===== config.mk =====
export PLATFORM = sky130hd
export DESIGN_NAME = mem_responder_flat
export DESIGN_NICKNAME = d
export VERILOG_FILES = /design/src/rtl/mem_responder_if.sv /design/src/rtl/mem_responder.sv /design/src/flat_wrapper.sv
export SDC_FILE = /design/constraint.sdc
export NUM_CORES = 1
export LEC_CHECK = 0
export CAP_MARGIN = 30
export CORE_ASPECT_RATIO = 0.9
export CORE_MARGIN = 1.5
export CORE_UTILIZATION = 37
export CTS_BUF_LIST = sky130_fd_sc_hd__clkbuf_4 sky130_fd_sc_hd__clkbuf_8
export DETAILED_ROUTE_END_ITERATION = 12
export GPL_ROUTABILITY_DRIVEN = 0
export PLACE_DENSITY = 0.9
export SYNTH_ARGS = -nofsm -noshare
export SYNTH_HDL_FRONTEND = slang
export SYNTH_SLANG_ARGS = --single-unit

===== constraint.sdc =====
create_clock -name clk -period 1.7 [get_ports clk]
set_clock_uncertainty 0.1 [all_clocks]
set_input_delay 0.34 -clock clk [delete_from_list [all_inputs] [get_ports clk]]
set_output_delay 0.34 -clock clk [all_outputs]
set_load 0.005 [all_outputs]

===== src/rtl/mem_responder_if.sv =====
// CPU-side request/response bus of the memory responder.
// The master (CPU control) drives the strobes; the slave (responder) answers with data and ready.
interface mem_responder_if;
    logic        memread;
    logic        memwrite;
    logic [15:0] addr;
    logic [15:0] wdata;
    logic [15:0] rdata;
    logic        ready;
    logic        err;

    modport master (output memread, memwrite, addr, wdata,
                    input  rdata, ready, err);
    modport slave  (input  memread, memwrite, addr, wdata,
                    output rdata, ready, err);
endinterface


===== src/rtl/mem_responder.sv =====
// Services CPU memread/memwrite requests from a synchronous RAM or an I/O window at IO_BASE and above.
// Optional I/O wait timeout is compiled in with `define MEM_IO_TIMEOUT_EN.
module mem_responder #(
    parameter logic [15:0] IO_BASE        = 16'hFF00,
    parameter int          TIMEOUT_CYCLES = 15
) (
    input  logic        clk,
    input  logic        reset,
    mem_responder_if.slave cpu,
    output logic        ram_en,
    output logic        ram_we,
    output logic [15:0] ram_addr,
    output logic [15:0] ram_wdata,
    input  logic [15:0] ram_rdata,
    output logic        io_req,
    output logic        io_we,
    output logic [7:0]  io_addr,
    output logic [15:0] io_wdata,
    input  logic [15:0] io_rdata,
    input  logic        io_ack
);

    typedef enum logic [2:0] {
        S_IDLE,
        S_RAM_ACC,
        S_RAM_CAP,
        S_IO_WAIT,
        S_DONE
    } state_t;

    state_t      r_state;
    logic [15:0] r_addr;
    logic [15:0] r_wdata;
    logic        r_op_wr;
    logic [15:0] r_rdata;
    logic        r_ready;
    logic        r_ram_en;
    logic        r_ram_we;
    logic        r_io_req;
    logic        r_io_we;

`ifdef MEM_IO_TIMEOUT_EN
    localparam int CW = ($clog2(TIMEOUT_CYCLES + 1) < 4) ? 4 : $clog2(TIMEOUT_CYCLES + 1);
    logic [CW-1:0] r_cnt;
    logic          r_err;
`else
    logic w_unused_cfg;
    assign w_unused_cfg = (TIMEOUT_CYCLES != 0);
`endif

    // All control outputs are registered and change only on state transitions.
    always_ff @(posedge clk or negedge reset) begin
        if (!reset) begin
            r_state  <= S_IDLE;
            r_addr   <= 16'h0000;
            r_wdata  <= 16'h0000;
            r_op_wr  <= 1'b0;
            r_rdata  <= 16'h0000;
            r_ready  <= 1'b0;
            r_ram_en <= 1'b0;
            r_ram_we <= 1'b0;
            r_io_req <= 1'b0;
            r_io_we  <= 1'b0;
`ifdef MEM_IO_TIMEOUT_EN
            r_cnt    <= '0;
            r_err    <= 1'b0;
`endif
        end else begin
            r_ready <= 1'b0;
`ifdef MEM_IO_TIMEOUT_EN
            r_err   <= 1'b0;
`endif
            case (r_state)
                S_IDLE: begin
                    if (cpu.memwrite || cpu.memread) begin
                        r_addr  <= cpu.addr;
                        r_wdata <= cpu.wdata;
                        r_op_wr <= cpu.memwrite;
                        if (cpu.addr >= IO_BASE) begin
                            r_state  <= S_IO_WAIT;
                            r_io_req <= 1'b1;
                            r_io_we  <= cpu.memwrite;
`ifdef MEM_IO_TIMEOUT_EN
                            r_cnt    <= '0;
`endif
                        end else begin
                            r_state  <= S_RAM_ACC;
                            r_ram_en <= 1'b1;
                            r_ram_we <= cpu.memwrite;
                        end
                    end
                end
                S_RAM_ACC: begin
                    r_ram_en <= 1'b0;
                    r_ram_we <= 1'b0;
                    if (r_op_wr) begin
                        r_state <= S_DONE;
                        r_ready <= 1'b1;
                    end else begin
                        r_state <= S_RAM_CAP;
                    end
                end
                S_RAM_CAP: begin
                    r_rdata <= ram_rdata;
                    r_state <= S_DONE;
                    r_ready <= 1'b1;
                end
                S_IO_WAIT: begin
                    // An ack on the same edge as the timeout counts as a normal completion.
                    if (io_ack) begin
                        if (!r_op_wr) begin
                            r_rdata <= io_rdata;
                        end
                        r_io_req <= 1'b0;
                        r_io_we  <= 1'b0;
                        r_state  <= S_DONE;
                        r_ready  <= 1'b1;
                    end
`ifdef MEM_IO_TIMEOUT_EN
                    else if (r_cnt == CW'(TIMEOUT_CYCLES - 1)) begin
                        if (!r_op_wr) begin
                            r_rdata <= 16'hDEAD;
                        end
                        r_io_req <= 1'b0;
                        r_io_we  <= 1'b0;
                        r_state  <= S_DONE;
                        r_ready  <= 1'b1;
                        r_err    <= 1'b1;
                    end else begin
                        r_cnt <= r_cnt + 1'b1;
                    end
`endif
                end
                S_DONE: begin
                    r_state <= S_IDLE;
                end
                default: begin
                    r_state  <= S_IDLE;
                    r_ram_en <= 1'b0;
                    r_ram_we <= 1'b0;
                    r_io_req <= 1'b0;
                    r_io_we  <= 1'b0;
                end
            endcase
        end
    end

    assign cpu.rdata = r_rdata;
    assign cpu.ready = r_ready;
`ifdef MEM_IO_TIMEOUT_EN
    assign cpu.err   = r_err;
`else
    assign cpu.err   = 1'b0;
`endif

    // RAM passes the full 16-bit address through; I/O sees only the low byte.
    assign ram_en    = r_ram_en;
    assign ram_we    = r_ram_we;
    assign ram_addr  = r_addr;
    assign ram_wdata = r_wdata;
    assign io_req    = r_io_req;
    assign io_we     = r_io_we;
    assign io_addr   = r_addr[7:0];
    assign io_wdata  = r_wdata;

endmodule


===== src/flat_wrapper.sv =====
// flat-port wrapper written by rule: the top's interface ports become plain ports
module mem_responder_flat 
#(
    parameter logic [15:0] IO_BASE        = 16'hFF00,
    parameter int          TIMEOUT_CYCLES = 15
)
  (clk, reset, ram_en, ram_we, ram_addr, ram_wdata, ram_rdata, io_req, io_we, io_addr, io_wdata, io_rdata, io_ack, cpu_memread, cpu_memwrite, cpu_addr, cpu_wdata, cpu_rdata, cpu_ready, cpu_err);
  mem_responder_if cpu_i ();
  input  logic clk;
  input  logic reset;
  output logic ram_en;
  output logic ram_we;
  output logic [15:0] ram_addr;
  output logic [15:0] ram_wdata;
  input  logic [15:0] ram_rdata;
  output logic io_req;
  output logic io_we;
  output logic [7:0] io_addr;
  output logic [15:0] io_wdata;
  input  logic [15:0] io_rdata;
  input  logic io_ack;
  input wire logic [$bits(cpu_i.memread)-1:0] cpu_memread;
  input wire logic [$bits(cpu_i.memwrite)-1:0] cpu_memwrite;
  input wire logic [$bits(cpu_i.addr)-1:0] cpu_addr;
  input wire logic [$bits(cpu_i.wdata)-1:0] cpu_wdata;
  output wire logic [$bits(cpu_i.rdata)-1:0] cpu_rdata;
  output wire logic [$bits(cpu_i.ready)-1:0] cpu_ready;
  output wire logic [$bits(cpu_i.err)-1:0] cpu_err;
  assign cpu_i.memread = cpu_memread;
  assign cpu_i.memwrite = cpu_memwrite;
  assign cpu_i.addr = cpu_addr;
  assign cpu_i.wdata = cpu_wdata;
  assign cpu_rdata = cpu_i.rdata;
  assign cpu_ready = cpu_i.ready;
  assign cpu_err = cpu_i.err;
  mem_responder #(.IO_BASE(IO_BASE), .TIMEOUT_CYCLES(TIMEOUT_CYCLES)) u_core (.clk(clk), .reset(reset), .cpu(cpu_i), .ram_en(ram_en), .ram_we(ram_we), .ram_addr(ram_addr), .ram_wdata(ram_wdata), .ram_rdata(ram_rdata), .io_req(io_req), .io_we(io_we), .io_addr(io_addr), .io_wdata(io_wdata), .io_rdata(io_rdata), .io_ack(io_ack));
endmodule

==> impl_metrics.tcl <==
set metrics [dict create \
    timing.fmax_mhz 600 \
    setup_viol 0 \
    row_count 29 \
    wl_mm 6.62 \
    leakage_nw 2.15 \
    core_um2 7110 \
    cellPowerDensity_nw_per_um2 1720 \
    syn-num-nets 262 \
    status "complete, no violations" \
    arrival_ns 1.23 \
    clkTransAtPathRegs_ns 0.06 \
    holdWs_ns 0.404 \
    period_share_pct 98.0 \
    cp_max_fo 3 \
    endpoint_kind "output pin" \
    critPathMaxStageDelay_ns 0.51 \
    nNetsFinal 409 \
    final_antenna_net_count 0 \
    cts_tree "done" \
    drive_gt1_share_pct 31.9 \
    maxCapViolations 0 \
    grt_usage_pct 16.8 \
    die_w_um 93.8 \
    numCtsBuffers 9 \
    htreeDepth 3 \
    route.vias.total 2047 \
    post-route-min-period_ns 1.67 \
    syn_area_um2 2750 \
    clockBufferDepth 2 \
    crit_slowest_cell "clkdlybuf4s50_1" \
    synth.lib_cells_used.distinct 29 \
    netlist_instances 193 \
    dieArea_um2 7950 \
    synth_area_per_cell_um2 14.2 \
    grt_pass1_vias 2023 \
    slew_violations 0 \
    grt_pass1_wl_mm 10.2 \
    clock-sinks 57 \
    drcViolationCount 0 \
    worstPathCellList "clkdlybuf4s50_1" \
    pre_cts_slack_ns -0.249 \
    yosysWarnings 0 \
    fin_setup_tns_ns 0 \
    ys_seq_area_share_pct 51.9 \
    hpwl_mm 4.89 \
    final_core_util_pct 64.0 \
    hold_path_class "reg2reg" \
    die_h_um 84.8 \
    crit_required_ns 1.26 \
    start_util_pct 38.6 \
    vdd_ir_drop_max_mv 0.745 \
    wl_per_cell_um 15.1 \
    path_buf_inv 1 \
    firstDrtPassIters 4 \
    grt_max_degree 58 \
    finalHoldViolations 0 \
    clock-root-buffer "clkbuf_8" \
    antenna_found_initial 0 \
    worst_slack_ns 0.0347 \
    port_buffers 145 \
    path_delay_family "buffers and inverters" \
    drtIter0Drc 38 \
    clk_latency_ns 0.33 \
    routed_via_density 4.67 \
    path_class "reg2out" \
    ys_seq_elements 57 \
    critPathLaunchType "flop" \
    area_growth_pct 65.8 \
    ff2ff_setup_slack_ns 0.06 \
    antenna_cells 0 \
    num_io_pins 147 \
    grt_overflow 0 \
]
per-layer routing:
metal,GRT usage [%],vias up,routed length (um)
met5,0,-,0
met4,4.07,0,44
met1,18.9,1001,2630
met2,28.9,92,3380
met3,7.52,6,569
li1,-,948,-
cell usage in the layout, fill, tap and decap left out, drive strengths merged:
cell | netlist | final
nor2 | 2 | 2
nand2 | 6 | 6
nor2b | 1 | 1
nand3 | 3 | 3
clkbuf | 0 | 13
dlygate4sd2 | 0 | 3
o21ai | 5 | 5
dlymetal6s2s | 0 | 23
a22o | 1 | 1
nand4b | 1 | 1
buf | 33 | 24
mux2 | 64 | 64
conb | 1 | 1
a21oi | 4 | 4
o211ai | 1 | 1
dlygate4sd3 | 0 | 1
o221ai | 1 | 1
and2 | 1 | 1
nand3b | 3 | 3
and4 | 2 | 2
a211oi | 1 | 1
nand2b | 1 | 1
or2b | 1 | 1
dfrtp | 57 | 57
bufinv | 0 | 1
nor3 | 1 | 1
mux2i | 2 | 2
inv | 1 | 1
clkinv | 0 | 2
clkdlybuf4s50 | 0 | 118
synth_stat cells:
library cell / n / area, um2
a211oi_1: 1 / 7.51
a21oi_1: 3 / 15.0
a21oi_4: 1 / 16.3
a22o_1: 1 / 8.76
and2_1: 1 / 6.26
and4_1: 2 / 17.5
buf_2: 1 / 5.00
buf_4: 27 / 203
buf_6: 5 / 56.3
conb_1: 1 / 3.75
dfrtp_1: 57 / 1430
inv_1: 1 / 3.75
mux2_2: 46 / 518
mux2_4: 18 / 270
mux2i_1: 2 / 20.0
nand2_1: 6 / 22.5
nand2b_1: 1 / 6.26
nand3_1: 3 / 15.0
nand3b_1: 2 / 15.0
nand3b_4: 1 / 20.0
nand4b_1: 1 / 8.76
nor2_1: 2 / 7.51
nor2b_1: 1 / 6.26
nor3_4: 1 / 16.3
o211ai_1: 1 / 7.51
o21ai_0: 4 / 20.0
o21ai_2: 1 / 8.76
o221ai_1: 1 / 8.76
or2b_1: 1 / 7.51
timing repair:
item,in CTS,in global routing
setup buffers,0,10
hold endpoints to repair,57,0
setup endpoints to repair,3,74
resized for setup,3,25
hold buffers,1,0
cell families (layout without fill, tap and decap cells):
family / after synthesis / after routing / synth area share [%]
buffers and inverters: 34 / 186 / 9.74
other: 1 / 1 / 0.136
AOI/OAI and AO/OA: 13 / 13 / 3.37
and+or+nand+nor: 22 / 22 / 5.42
muxes: 66 / 66 / 29.4
DFF: 57 / 57 / 51.9
through the flow:
| stage | std cells | total power [W] | instance area, um2 |
|---|---|---|---|
| 6_report | 438 | 0.00785 | 4550 |
| 5_1_grt | 438 | 0.00836 | 4550 |
| 3_5_place_dp | 411 | 0.00659 | 4200 |
| 3_3_place_gp | 411 | 0.00644 | 4200 |
| 4_1_cts | 428 | 0.00787 | 4400 |
| 2_1_floorplan | 193 | 0.00454 | 2750 |
path summary, 6_finish.rpt:
kind                                     startpoint                  end  cells past startpoint
worst max-delay path            u_core.io_wdata[12]         io_wdata[12]                      1
worst min-delay path            u_core.ram_addr[12]  u_core.ram_addr[12]                      1
worst max register to register    u_core.r_state[1]  u_core.io_wdata[12]                      4
worst min register to register  u_core.ram_addr[12]  u_core.ram_addr[12]                      1
max in group asynchronous                     reset    u_core.r_state[1]                      3
min in group asynchronous                     reset  u_core.cpu.rdata[7]                      3
cell type report:
type | instances | area [um2]
multi-input combinational | 102 | 1060
fill | 566 | 2560
tap | 93 | 116
clock inverter | 3 | 40.0
inverter | 1 | 3.75
sequential | 57 | 1430
clock buffer | 13 | 160
timing repair buffer | 169 | 1750
flip-flops by register name, indices dropped and copies added (netlist names):
register	cells
u_core.r_state	3
u_core.cpu.ready	1
u_core.ram_addr	16
u_core.r_op_wr	1
u_core.io_req	1
u_core.ram_we	1
u_core.cpu.rdata	16
u_core.ram_en	1
u_core.io_we	1
u_core.io_wdata	16
report_power, final:
group	total, W	switching, W	internal, W
sequential	0.00250	0.000457	0.00204
combinational	0.00409	0.00123	0.00285
clock	0.00127	0.000504	0.000761
total	0.00785	0.00220	0.00566
(Power assumes the default switching activity.)
